**config.mk**
```make
export PLATFORM = sky130hd
export DESIGN_NAME = imem_loader_flat
export DESIGN_NICKNAME = d
export VERILOG_FILES = /design/src/rtl/imem_loader_if.sv /design/src/rtl/imem_loader.sv /design/src/flat_wrapper.sv
export SDC_FILE = /design/constraint.sdc
export NUM_CORES = 1
export LEC_CHECK = 0
export ABC_AREA = 1
export BUFFER_PORTS_ARGS = -buffer_cell sky130_fd_sc_hd__clkbuf_2
export CORE_MARGIN = 2
export CORE_UTILIZATION = 30
export DETAILED_ROUTE_END_ITERATION = 16
export GPL_ROUTABILITY_DRIVEN = 0
export MAX_ROUTING_LAYER = met4
export SYNTH_ARGS = -nofsm -noshare
export SYNTH_HDL_FRONTEND = slang
export SYNTH_SLANG_ARGS = --single-unit
```
**constraint.sdc**
```tcl
create_clock -name clk -period 5.51 [get_ports clk]
set_input_delay 0.2755 -clock clk [delete_from_list [all_inputs] [get_ports clk]]
set_output_delay 0.2755 -clock clk [all_outputs]
set_load 0.01 [all_outputs]
```
**src/rtl/imem_loader_if.sv**
```systemverilog
// imem_loader_if: host byte stream, instruction-memory write port and loader status
interface imem_loader_if #(
    parameter int ADDR_WIDTH = 8
);
    logic                  start;
    logic                  s_valid;
    logic [7:0]            s_data;
    logic                  s_ready;
    logic                  imem_we;
    logic [ADDR_WIDTH-1:0] imem_addr;
    logic [31:0]           imem_wdata;
    logic                  cpu_reset;
    logic                  busy;
    logic                  done;
    logic                  error;
    logic [ADDR_WIDTH:0]   words_loaded;

    modport master (
        output start, s_valid, s_data,
        input  s_ready, imem_we, imem_addr, imem_wdata, cpu_reset, busy, done, error, words_loaded
    );

    modport slave (
        input  start, s_valid, s_data,
        output s_ready, imem_we, imem_addr, imem_wdata, cpu_reset, busy, done, error, words_loaded
    );
endinterface

```
**src/rtl/imem_loader.sv**
```systemverilog
// imem_loader: boot loader assembling a length-prefixed little-endian byte stream into instruction memory
module imem_loader #(
    parameter int ADDR_WIDTH = 8
) (
    input logic          clk,
    input logic          reset,
    imem_loader_if.slave bus
);
    localparam int DEPTH = 1 << ADDR_WIDTH;

    typedef enum logic [2:0] {IDLE, LEN_LO, LEN_HI, DATA, WRITE, DONE, ERR} state_t;

    state_t                state_q, state_d;
    logic [15:0]           len_q, len_d;
    logic [1:0]            idx_q, idx_d;
    logic [ADDR_WIDTH-1:0] addr_q, addr_d;
    logic [31:0]           wdata_q, wdata_d;
    logic [ADDR_WIDTH:0]   cnt_q, cnt_d;
    logic [15:0]           n_full;

    // Every output is decoded from state or taken straight from a register,
    // so s_ready never depends on s_valid.
    assign bus.s_ready      = state_q inside {LEN_LO, LEN_HI, DATA};
    assign bus.busy         = state_q inside {LEN_LO, LEN_HI, DATA, WRITE};
    assign bus.imem_we      = state_q == WRITE;
    assign bus.cpu_reset    = state_q != DONE;
    assign bus.done         = state_q == DONE;
    assign bus.error        = state_q == ERR;
    assign bus.imem_addr    = addr_q;
    assign bus.imem_wdata   = wdata_q;
    assign bus.words_loaded = cnt_q;
    assign n_full           = {bus.s_data, len_q[7:0]};

    // Next-state: header capture, byte-lane assembly, one-cycle write strobe
    always_comb begin
        state_d = state_q;
        len_d   = len_q;
        idx_d   = idx_q;
        addr_d  = addr_q;
        wdata_d = wdata_q;
        cnt_d   = cnt_q;
        case (state_q)
            IDLE, DONE, ERR: state_d = bus.start ? LEN_LO : state_q;
            LEN_LO: begin
                if (bus.s_valid) begin
                    len_d[7:0] = bus.s_data;
                    state_d    = LEN_HI;
                end
            end
            LEN_HI: begin
                if (bus.s_valid) begin
                    len_d   = n_full;
                    idx_d   = '0;
                    addr_d  = '0;
                    cnt_d   = '0;
                    state_d = n_full == 16'd0 ? DONE : 32'(n_full) > DEPTH ? ERR : DATA;
                end
            end
            DATA: begin
                if (bus.s_valid) begin
                    wdata_d[{idx_q, 3'b000} +: 8] = bus.s_data;
                    idx_d   = idx_q + 2'd1;
                    state_d = idx_q == 2'd3 ? WRITE : DATA;
                end
            end
            WRITE: begin
                addr_d  = addr_q + ADDR_WIDTH'(1);
                cnt_d   = cnt_q + (ADDR_WIDTH + 1)'(1);
                state_d = 17'(cnt_q) + 17'd1 == 17'(len_q) ? DONE : DATA;
            end
            default: state_d = IDLE;
        endcase
    end

    // State and datapath registers; reset aborts any load immediately
    always_ff @(posedge clk or posedge reset) begin
        if (reset) begin
            state_q <= IDLE;
            len_q   <= '0;
            idx_q   <= '0;
            addr_q  <= '0;
            wdata_q <= '0;
            cnt_q   <= '0;
        end else begin
            state_q <= state_d;
            len_q   <= len_d;
            idx_q   <= idx_d;
            addr_q  <= addr_d;
            wdata_q <= wdata_d;
            cnt_q   <= cnt_d;
        end
    end
endmodule

```
**src/flat_wrapper.sv**
```systemverilog
// flat-port wrapper written by rule: the top's interface ports become plain ports
module imem_loader_flat 
#(
    parameter int ADDR_WIDTH = 8
)
  (clk, reset, bus_start, bus_s_valid, bus_s_data, bus_s_ready, bus_imem_we, bus_imem_addr, bus_imem_wdata, bus_cpu_reset, bus_busy, bus_done, bus_error, bus_words_loaded);
  imem_loader_if #(.ADDR_WIDTH(ADDR_WIDTH)) bus_i ();
  input logic clk;
  input logic reset;
  input wire logic [$bits(bus_i.start)-1:0] bus_start;
  input wire logic [$bits(bus_i.s_valid)-1:0] bus_s_valid;
  input wire logic [$bits(bus_i.s_data)-1:0] bus_s_data;
  output wire logic [$bits(bus_i.s_ready)-1:0] bus_s_ready;
  output wire logic [$bits(bus_i.imem_we)-1:0] bus_imem_we;
  output wire logic [$bits(bus_i.imem_addr)-1:0] bus_imem_addr;
  output wire logic [$bits(bus_i.imem_wdata)-1:0] bus_imem_wdata;
  output wire logic [$bits(bus_i.cpu_reset)-1:0] bus_cpu_reset;
  output wire logic [$bits(bus_i.busy)-1:0] bus_busy;
  output wire logic [$bits(bus_i.done)-1:0] bus_done;
  output wire logic [$bits(bus_i.error)-1:0] bus_error;
  output wire logic [$bits(bus_i.words_loaded)-1:0] bus_words_loaded;
  assign bus_i.start = bus_start;
  assign bus_i.s_valid = bus_s_valid;
  assign bus_i.s_data = bus_s_data;
  assign bus_s_ready = bus_i.s_ready;
  assign bus_imem_we = bus_i.imem_we;
  assign bus_imem_addr = bus_i.imem_addr;
  assign bus_imem_wdata = bus_i.imem_wdata;
  assign bus_cpu_reset = bus_i.cpu_reset;
  assign bus_busy = bus_i.busy;
  assign bus_done = bus_i.done;
  assign bus_error = bus_i.error;
  assign bus_words_loaded = bus_i.words_loaded;
  imem_loader #(.ADDR_WIDTH(ADDR_WIDTH)) u_core (.clk(clk), .reset(reset), .bus(bus_i));
endmodule
```
# After elaboration in Yosys (flattened, before gate mapping)
# Index checks and enable logic that the tools add are counted.
[totals]
regBits = 70
latch_bits = 0
ram_bits = 0
mem_bits_ro = 0
output_inout_bits = 55
elab_cells = 61
mem_count = 0
[classes]
add_sub_neg = 5
n_mul = 0
div = 0
n_lt_le_gt_ge = 1
eq_ne = 13
shifts = 2
n_mux = 19
n_bitwise = 1
reduce_logical = 13
[ops]
columns = ["cell", "count"]
rows = [
  ["32-bit bitwise mux", 1],
  ["8-bit one-hot mux with 2 select lines", 2],
  ["8-bit by 7-bit variable shift with 32-bit output, first input constant", 1],
  ["8-bit by 7-bit variable part select with 32-bit output", 1],
  ["3-bit 2-to-1 mux", 8],
  ["9-bit one-hot mux with 2 select lines", 1],
  ["17-bit by 16-bit equality test with 1-bit output", 1],
  ["16-bit by 9-bit > comparator with 1-bit output, second input constant", 1],
  ["16-bit logical NOT", 1],
  ["8-bit 2-to-1 mux", 2],
  ["3-bit one-hot mux with 5 select lines", 1],
  ["9-bit by 1-bit adder with 10-bit output, second input constant", 1],
  ["9-bit by 1-bit adder with 9-bit output, second input constant", 1],
  ["3-bit equality test, second input constant", 3],
  ["9-bit 2-to-1 mux", 1],
  ["8-bit by 1-bit adder with 8-bit output, second input constant", 1],
  ["2-bit inequality test, second input constant", 4],
  ["5-bit negator with 7-bit output", 1],
  ["3-bit by 2-bit equality test with 1-bit output, second input constant", 2],
  ["2-bit AND reduction", 3],
  ["3-bit AND reduction", 2],
  ["2-bit 2-to-1 mux", 2],
  ["2-bit one-hot mux with 2 select lines", 1],
  ["4-bit AND reduction", 1],
  ["other kinds (10)", 11],
]

# Longest topological paths before layout
# Gate-level depths: netlist (run 1).
[depth]
depth_word = 5
ltp_mapped = 14
depth_no_buf = 14

# Worst setup path before layout (run 1)
# OpenSTA, ideal clock, no wires.
[synth_path]
kind = "register to register"
startpoint = "register u_core.idx_q[0]"
endpoint = "register u_core.wdata_q[0], in the netlist u_core.bus.imem_wdata[0]"
setup_time_ns = 0.073
arrival_ns = 2.061
required_ns = 5.437
setup_slack_ns = 3.376
stages_incl_launch_ff = 9
cell_sequence = "dfrtp_1 > inv_1 > clkbuf_1 > ha_1 > buf_4 > clkinv_1 > nor3_1 > nand2_1 > a21oi_2"
[synth_via]
elab_chain_len = 3
elab_cells_between_ends = 4
[synth_lines]
columns = ["element", "line", "rtl"]
rows = [
  ["start, declared", "imem_loader.sv:15", "logic [1:0] idx_q, idx_d;"],
  ["start signal, assigned", "imem_loader.sv:87", "idx_q <= idx_d;"],
  ["5-bit negator with 7-bit output (*)", "imem_loader.sv:61", "wdata_d[{idx_q, 3'b000} +: 8] = bus.s_data;"],
  ["8-bit by 7-bit variable part select with 32-bit output or 8-bit by 7-bit variable shift with 32-bit output (tied branches)", "imem_loader.sv:61", ""],
  ["32-bit bitwise mux (*)", "imem_loader.sv:61", ""],
  ["end signal, assigned", "imem_loader.sv:89", "wdata_q <= wdata_d;"],
  ["end, declared", "imem_loader.sv:17", "logic [31:0] wdata_q, wdata_d;"],
]
# Mark *: on every way between the ends. The rest lies on a longest branch, timed or not.
# A chain may end at the register's enable or synchronous reset.

# Worst setup path in the final report (run 1)
# Ends and elaborated chain as after synthesis.

==> results of run 1 <==
registers in the layout, indices dropped and copies added (netlist names):
| name | count |
|---|---|
| u_core.bus.words_loaded | 9 |
| u_core.bus.imem_addr | 8 |
| u_core.state_q | 3 |
| u_core.len_q | 16 |
| u_core.bus.imem_wdata | 32 |
| u_core.idx_q | 2 |
tightest hold or removal path: cells and delay by family:
family / cells / cell delay (ps)
buffers and inverters: 3 / 810
per-layer routing:
| layer | track usage (%) | up-vias |
|---|---|---|
| met5 | - | - |
| met4 | 2.85 | 0 |
| met3 | 4.25 | 8 |
| met2 | 22.6 | 100 |
| met1 | 20.6 | 1494 |
| li1 | - | 1615 |
report_power, final:
part           internal (uW)  switching [uW]
combinational            284             569
clock                    354             232
sequential               677             147
total                   1320             948
cells by family (layout without fill, tap and decap cells):
family                   Yosys count  in the layout  synth area share [%]
adder cells (fa/ha/maj)            8              8                  2.79
buffers and inverters             64            136                  7.50
AO/OA/AOI/OAI                     73             73                  11.0
multiplexers                       3              3                 0.837
flip-flops                        70             70                  48.8
AND/OR/NAND/NOR                  235            235                  29.0
cells in the final DEF (no fill, tap or decap), types with 2 or more instances in the layout:
| cell type | synthesis | routed |
|---|---|---|
| nand2_1 | 126 | 126 |
| dfrtp_1 | 70 | 70 |
| clkbuf_2 | 0 | 66 |
| o21ai_0 | 47 | 47 |
| inv_1 | 43 | 42 |
| nor2_1 | 37 | 37 |
| nand3_1 | 36 | 36 |
| nand4_1 | 14 | 14 |
| nor3_1 | 12 | 12 |
| clkbuf_16 | 0 | 9 |
| inv_2 | 7 | 8 |
| o22ai_1 | 8 | 8 |
| a21oi_1 | 8 | 8 |
| ha_1 | 8 | 8 |
| nor2_4 | 5 | 5 |
| o21ai_1 | 4 | 4 |
| clkinv_1 | 3 | 3 |
| mux2i_1 | 3 | 3 |
| nor2_2 | 2 | 2 |
| a21oi_2 | 2 | 2 |
| clkinvlp_4 | 0 | 2 |
| clkinv_4 | 0 | 2 |
layout make-up:
class	count	area (sq um)	area share [%]
inverter	53	199	4.59
clock buffer	10	229	5.28
clock inverter	6	71.3	1.65
tap	143	179	4.13
sequential	70	1750	40.4
multi-input combinational	319	1570	36.2
timing repair buffer	67	338	7.79
final timing paths:
check,startpoint,end,slack [ps],cells after the start
min reg2reg,u_core.bus.imem_addr[7]$_DFFE_PP0P_,u_core.bus.imem_addr[7]$_DFFE_PP0P_,480,1
max in group asynchronous,reset,u_core.state_q[2]$_DFFE_PP0P_,4740,3
max,u_core.idx_q[0]$_DFFE_PP0P_,u_core.bus.imem_wdata[0]$_DFFE_PP0P_,2960,6
max reg2reg,u_core.idx_q[0]$_DFFE_PP0P_,u_core.bus.imem_wdata[0]$_DFFE_PP0P_,2960,6
min in group clk,bus_s_data[6],u_core.bus.imem_wdata[6]$_DFFE_PP0P_,210,3
min,reset,u_core.bus.words_loaded[6]$_DFFE_PP0P_,200,3
cell usage after synthesis:
library cell  instances  share of area [%]
nor2_2                2               0.35
clkinv_1              3               0.31
nand3_1              36                5.0
o21ai_0              47                6.6
a22o_1                1               0.24
nand2_1             126                 13
nor2_4                5                1.6
nand4_1              14                2.4
a22oi_1               1               0.21
nor4_1                1               0.17
a21oi_2               2               0.49
inv_1                43                4.5
mux2i_1               3               0.84
buf_2                 2               0.28
nor2_1               37                3.9
o21ai_1               4               0.56
nor2_8                1               0.56
dfrtp_1              70                 49
clkbuf_1              5               0.52
a211oi_1              1               0.21
buf_4                 1               0.21
nand3b_1              1               0.21
buf_6                 3               0.94
o21ai_2               1               0.24
a21oi_1               8                1.1
ha_1                  8                2.8
o22ai_1               8                1.4
nor3_1               12                1.7
inv_2                 7               0.73
stage by stage:
stage | instances | setup WS [ps] | cell area [sq um]
final | 668 | 2960 | 4340
after global routing | 668 | 2600 | 4340
after CTS | 668 | 2980 | 4340
after detailed placement | 652 | 3010 | 4040
after global placement | 652 | 3130 | 4040
after floorplan | 453 | 3380 | 3590
==> flow_summary.json, run 1 <==
{
  "cts_buffer_depth": 2,
  "post-cts-setup-buffers": 0,
  "critPathMaxFanout": 13,
  "setup_viol": 0,
  "yosysWarnings": 0,
  "syn_area_sq_um": 3590,
  "clk_pin_slew_ps": 60,
  "h-tree-depth": 3,
  "slew_headroom_pct": 41.6,
  "drc_errors": 0,
  "cts.sinks": 70,
  "drt_pass1_iterations": 5,
  "syn_to_final_growth_pct": 20.8,
  "fin_util_pct": 37.5,
  "slew_violations": 0,
  "timing.final.crit_period_ps": 2550,
  "synth_fp_nets": 473,
  "drive_above_1_share_pct": 19.2,
  "wl_met2_mm": 4.18,
  "cp_slowest_cell": "nor3_1",
  "diodes": 0,
  "path_class": "flop to flop",
  "ys_types": 29,
  "power_uw": 2260,
  "die_area_sq_um": 12900,
  "nFillCells": 1191,
  "cp.arrival_ps": 2810,
  "first_iter_violations": 173,
  "worst-slew-pin-transition_ps": 877,
  "wl_per_cell_um": 13.6,
  "worstHoldPathType": "primary input to asynchronous set/reset pin",
  "antenna_found_initial": 0,
  "fin_worst_skew_ps": 8.05,
  "cts_tree": "yes",
  "core_sq_um": 11600,
  "grt_remaining_overflow": 0,
  "insertion_delay_ps": 330,
  "ioPinCount": 67,
  "wirelength_met1_mm": 4.34,
  "cellLeakagePower_uw": 0.00221,
  "finalNetCount": 540,
  "io_buffers": 66,
  "dr_wl_met3_um": 517,
  "root_buffer": "clkbuf_16",
  "max_stage_delay_ps": 710,
  "p_per_area_nw_per_um2": 522,
  "fmax_mhz": 392,
  "highest_layer": "met4",
  "start_util_pct": 31.0,
  "grt.total_usage_pct": 15.1,
  "crit_chain": "inv_1, ha_1, clkinv_1, nor3_1, nand2_1, a21oi_2",
  "status": "finished, final reports clean",
  "crit_buf_inv": 2,
  "yosysSeqAreaShare_pct": 48.8,
  "fin_crit_sh_pct": 46.3,
  "synth_seq_cells": 70,
  "post_cts_resized": 0,
  "grt_setup_unrepaired": "no",
  "holdBufCountCts": 0,
  "grt_pass1_wl_mm": 15.1,
  "cp-start-kind": "flop",
  "finalWirelength_mm": 9.11,
  "avgSynthCellArea_sq_um": 7.92,
  "required_ps": 5770,
  "vias": 3217,
  "cts_inserted_buffers": 9,
  "via_per_inst": 4.82,
  "hold_slack_ps": 201,
  "dieHeight_um": 113,
  "rows": 39,
  "die_width_um": 113,
  "grt_pass1_vias": 3038,
  "irDropWorstVdd_v": 0.000227,
  "hold_viol": 0,
  "end_kind": "flop",
  "path_delay_family": "simple AND/OR/NAND/NOR gates",
  "grt_max_degree": 71,
  "fin_tns_setup_ps": 0,
  "ant_nets": 0,
  "dp_hpwl_mm": 6.65,
  "syn_inst": 453,
  "max_cap_viol_count": 0
}
Power figures use the tool's default switching activity.
==> run 2, diff against run 1 <==
==> constraint.sdc (replaced) <==
create_clock -name clk -period 2.17 [get_ports clk]
set_input_delay 0.1085 -clock clk [delete_from_list [all_inputs] [get_ports clk]]
set_output_delay 0.1085 -clock clk [all_outputs]
set_load 0.01 [all_outputs]
==> run 2 against run 1 <==
Non-clock buffer count up 6. Register-to-register slack worse by 2700 ps. Global-route usage up 0.73 points. Largest cell class unchanged. Highest routed layer unchanged. Largest power group unchanged.
==> flow_summary.json, run 2 (synthesis gave the netlist of run 1 again) <==
{
  "slew_headroom_pct": 64.3,
  "rows": 39,
  "largest_reg_flops": 32,
  "core_sq_um": 11600,
  "p_per_area_nw_per_um2": 1350,
  "drt_pass1_iterations": 5,
  "clk_pin_slew_ps": 60,
  "h-tree-depth": 3,
  "fmax_mhz": 532,
  "path_class": "flop to flop",
  "irDropWorstVdd_v": 0.000506,
  "fin_tns_setup_ps": 0,
  "hold_path_startpoint": "bus_s_data[5]",
  "die_width_um": 113,
  "most-common-layout-cells": "126 x nand2_1, 69 x dfrtp_1, 66 x clkbuf_2",
  "fin_crit_sh_pct": 86.6,
  "grt_pass1_vias": 3220,
  "ant_nets": 0,
  "required_ps": 2430,
  "via_per_inst": 4.86,
  "start_util_pct": 31.0,
  "drc_errors": 0,
  "post-cts-setup-buffers": 0,
  "drive_above_1_share_pct": 20.2,
  "holdPathStages": 3,
  "slew_violations": 0,
  "cp-start-kind": "flop",
  "insertion_delay_ps": 340,
  "worst-slew-pin-transition_ps": 535,
  "vias": 3273,
  "cts_buffer_depth": 2,
  "end_kind": "flop",
  "first_iter_violations": 211,
  "finalInstanceArea_sq_um": 4420,
  "grt_remaining_overflow": 0,
  "antenna_found_initial": 0,
  "dieHeight_um": 113,
  "grt_setup_unrepaired": "no",
  "die_area_sq_um": 12900,
  "timing.final.crit_period_ps": 1880,
  "wl_per_cell_um": 13.9,
  "max_cap_viol_count": 0,
  "reg2reg_from": "u_core.idx_q[0]$_DFFE_PP0P_",
  "setup_viol": 0,
  "finalNetCount": 546,
  "placed_cell_area_sq_um": 4090,
  "placedCellCount": 657,
  "hold_slack_ps": 40.0,
  "grt_pass1_wl_mm": 15.8,
  "r2r_slack_ps": 290,
  "status": "finished, final reports clean",
  "critPathMaxFanout": 13,
  "io_buffers": 66,
  "hold-path-endpoint": "u_core.bus.imem_wdata[5]$_DFFE_PP0P_",
  "cellLeakagePower_uw": 0.00225,
  "dp_hpwl_mm": 6.83,
  "diodes": 0,
  "worst-r2r-cell-count": 7,
  "root_buffer": "clkbuf_16",
  "cp.arrival_ps": 2140,
  "cts_tree": "yes",
  "worstHoldPathType": "primary input to flop",
  "cts.sinks": 70,
  "hold_viol": 0,
  "timing.rr.end": "u_core.bus.imem_wdata[2]$_DFFE_PP0P_",
  "grt.total_usage_pct": 15.8,
  "ioPinCount": 67,
  "fin_worst_skew_ps": 6.65,
  "layout_commonest_cell": "nand2_1",
  "cts_inserted_buffers": 9,
  "finalWirelength_mm": 9.35,
  "instances_no_fill": 674,
  "grt_max_degree": 48,
  "syn_to_final_growth_pct": 23.2
}
run 2: cell types whose count changed in the layout (fill, tap and decap cells not counted), sizes merged:
cell         delta
dlygate4sd3     +1
bufinv          +1
clkinv          -1
buf             +5
clkinvlp        -1
inv             +1
run 2: layout make-up:
type | instances | area (sq um)
Clock buffer | 10 | 229
Clock inverter | 6 | 93.8
Fill cell | 1182 | 7150
Inverter | 53 | 199
Multi-Input combinational cell | 319 | 1570
Sequential cell | 70 | 1750
Tap cell | 143 | 179
Timing Repair Buffer | 73 | 398
run 2: power breakdown:
part,leakage (uW),internal (uW),switching (uW)
Combinational,0.00118,793,1470
Clock,0.000154,1020,592
Sequential,0.000923,1720,387
Total,0.00225,3530,2450
run 2: how the worst max path moves through the flow:
stage | start | to | cells after the start
CTS | u_core.bus.words_loaded[0]$_DFFE_PP0P_ | u_core.state_q[1]$_DFFE_PP0P_ | 12
detailed placement | u_core.bus.words_loaded[0]$_DFFE_PP0P_ | u_core.state_q[1]$_DFFE_PP0P_ | 12
global route | u_core.bus.words_loaded[1]$_DFFE_PP0P_ | u_core.state_q[1]$_DFFE_PP0P_ | 12
global placement | u_core.bus.words_loaded[0]$_DFFE_PP0P_ | u_core.state_q[1]$_DFFE_PP0P_ | 12
floorplan | u_core.idx_q[0]$_DFFE_PP0P_ | u_core.bus.imem_wdata[0]$_DFFE_PP0P_ | 8
finish | u_core.idx_q[0]$_DFFE_PP0P_ | u_core.bus.imem_wdata[2]$_DFFE_PP0P_ | 7
run 2: what timing repair did:
item | in CTS | in global routing
hold buffers | 1 | 0
hold endpoints to repair | 23 | 0
setup endpoints to repair | 0 | 1
gates resized for setup | 0 | 1
run 2: per-stage QoR:
step	worst slack, ps	total power (uW)	util [%]
floorplan	35.6	3610	-
global placement	318	4350	35.3
detailed placement	243	4400	35.3
CTS	240	6040	38.2
global route	74.5	6480	38.2
finish	291	5980	38.2
run 2: per-layer routing:
layer	wire length (um)	vias up	GRT usage, %
met5	0	-	-
met2	4330	85	24.7
met3	493	10	3.99
met4	55	0	2.85
met1	4480	1550	21.2
li1	-	1628	-
run 2: critical path: stages (launching register included):
cell	delay (ps)
dfrtp_1	440
inv_1	300
ha_1	390
clkinv_1	150
nor3_1	150
buf_4	180
nand2_1	60
a21oi_1	130
==> run 3, diff against run 2 <==
--- a/config.mk
+++ b/config.mk
@@ -7,11 +7,14 @@
 export LEC_CHECK = 0
 export ABC_AREA = 1
 export BUFFER_PORTS_ARGS = -buffer_cell sky130_fd_sc_hd__clkbuf_2
+export CORE_ASPECT_RATIO = 1.75
 export CORE_MARGIN = 2
-export CORE_UTILIZATION = 30
+export CORE_UTILIZATION = 48
 export DETAILED_ROUTE_END_ITERATION = 16
 export GPL_ROUTABILITY_DRIVEN = 0
 export MAX_ROUTING_LAYER = met4
+export PLACE_DENSITY = 0.73
+export SKIP_CTS_REPAIR_TIMING = 1
 export SYNTH_ARGS = -nofsm -noshare
 export SYNTH_HDL_FRONTEND = slang
 export SYNTH_SLANG_ARGS = --single-unit
==> run 3 against run 2 <==
Via count decreased by 0.40%. Sequential power barely moved. Cell area decreased by 1.9%. First-iteration DRC count fell by 9.0%. Sequential cell count stayed put. Clock power down 8%. Count of clock-buffer cells in the layout up 3. Global-route usage rose by 7.3 points. Largest cell class unchanged. Largest power group unchanged. Highest routed layer unchanged.
==> flow_summary.json, run 3 (synthesis gave the netlist of run 1 again) <==
{
  "status": "finished, final reports clean",
  "cts_tree": "yes",
  "clk_pin_slew_ps": 50,
  "cts_inserted_buffers": 9,
  "wl_per_cell_um": 14.3,
  "cp_slowest_cell": "dfrtp_1",
  "ioPinCount": 67,
  "grt_max_degree": 71,
  "most-common-layout-cells": "126 x nand2_1, 70 x dfrtp_1, 66 x clkbuf_2",
  "r2r_slack_ps": 240,
  "grt_pass1_wl_mm": 14.5,
  "first_iter_violations": 192,
  "crit_chain": "inv_1, ha_1, nor3_1, buf_4, nand2_1, a21oi_1",
  "root_buffer": "clkbuf_16",
  "clkPwrFrac_pct": 25.3,
  "seqPwrFrac_pct": 35.5,
  "dieHeight_um": 118,
  "antenna_found_initial": 0,
  "internal-power_uw": 3480,
  "crit_buf_inv": 2,
  "fin_worst_skew_ps": 4.28,
  "end_kind": "flop",
  "fin_tns_setup_ps": 0,
  "core_sq_um": 7230,
  "finalNetCount": 547,
  "cts_buffer_depth": 2,
  "power_uw": 5850,
  "slew_headroom_pct": 63.7,
  "syn_to_final_growth_pct": 20.9,
  "insertion_delay_ps": 330,
  "slew_violations": 0,
  "finalWirelength_mm": 8.86,
  "p_per_area_nw_per_um2": 1350,
  "placedCellCount": 601,
  "max_stage_delay_ps": 450,
  "worstHoldPathType": "primary input to flop",
  "dp_hpwl_mm": 6.56,
  "irDropWorstVdd_v": 0.000790,
  "rows": 41,
  "cellLeakagePower_uw": 0.00225,
  "diodes": 0,
  "h-tree-depth": 3,
  "critPathMaxFanout": 13,
  "grt_setup_unrepaired": "no",
  "placed_cell_area_sq_um": 4020,
  "path_delay_family": "buffers and inverters",
  "dpl_worst_slack_ps": 178,
  "hold_viol": 0,
  "drt_pass1_iterations": 4,
  "switchingPower_uw": 2380,
  "grt.total_usage_pct": 23.0,
  "max_cap_viol_count": 0,
  "die_area_sq_um": 8210,
  "path_class": "flop to flop",
  "pwr-share-comb_pct": 39.2,
  "p_sw_share_pct": 40.6,
  "ant_nets": 0,
  "final.setup.worst_slack_ps": 239,
  "cts.sinks": 70,
  "drc_errors": 0,
  "grt_remaining_overflow": 0,
  "setup_viol": 0,
  "drive_above_1_share_pct": 20.1,
  "vias": 3260,
  "largest_reg_flops": 32,
  "fmax_mhz": 518,
  "finalInstanceArea_sq_um": 4340,
  "start_util_pct": 49.6,
  "layout_commonest_cell": "nand2_1",
  "via_per_inst": 5.28,
  "timing.final.crit_period_ps": 1930,
  "fin_crit_sh_pct": 89.0,
  "io_buffers": 66,
  "die_width_um": 69.4,
  "required_ps": 2420,
  "cp.arrival_ps": 2180,
  "grt_pass1_vias": 3152,
  "instances_no_fill": 618,
  "worst-slew-pin-transition_ps": 543,
  "cp-start-kind": "flop"
}
## run 3: final cells by class
class | instances | area, sq um
sequential | 70 | 1750
inverter | 53 | 199
clock buffer | 13 | 260
fill | 653 | 2900
tap | 86 | 108
timing repair buffer | 74 | 405
clock inverter | 3 | 42.5
multi-input combinational | 319 | 1570
## run 3: stage by stage
stage               utilization, %  hold WS [ps]
finish                        60.0          44.1
CTS                           59.8          -160
global placement              55.6           196
floorplan                        -           229
detailed placement            55.6           201
global route                  60.0          42.5
## run 3: layer usage
layer  vias up  part of all wire, %  track usage, %  routed length, um
met1      1529                   39            24.4               3470
li1       1632                    -               -                  -
met3        24                  3.4            4.60                299
met2        75                   54            39.7               4770
met5         -                    0               -                  0
met4         0                  3.6            12.7                319
## run 3: worst reg2reg max path, delay by kind of cell (launching register included)
family / cells / cell delay, ps
adders and majority gates: 1 / 400
DFF: 1 / 450
buffers and inverters: 2 / 520
AOI/OAI and AO/OA: 1 / 150
and+or+nand+nor: 2 / 330
## run 3: final timing paths
check,from,end,cells after the start
setup / recovery,u_core.idx_q[0]$_DFFE_PP0P_,u_core.bus.imem_wdata[3]$_DFFE_PP0P_,6
hold / removal,bus_s_data[2],u_core.bus.imem_wdata[2]$_DFFE_PP0P_,3
setup reg to reg,u_core.idx_q[0]$_DFFE_PP0P_,u_core.bus.imem_wdata[3]$_DFFE_PP0P_,6
hold reg to reg,u_core.len_q[15]$_DFFE_PP0P_,u_core.len_q[15]$_DFFE_PP0P_,2
max in group asynchronous,reset,u_core.bus.words_loaded[6]$_DFFE_PP0P_,4
min in group asynchronous,reset,u_core.bus.words_loaded[0]$_DFFE_PP0P_,4
## run 3: power groups by stage
stage          clock network, uW  registers (uW)  logic (uW)
2_1_floorplan                  0            2130        1480
3_3_place_gp                   0            2080        2230
3_5_place_dp                   0            2090        2280
4_1_cts                     1510            2070        2300
5_1_grt                     1560            2140        2590
6_report                    1480            2080        2290
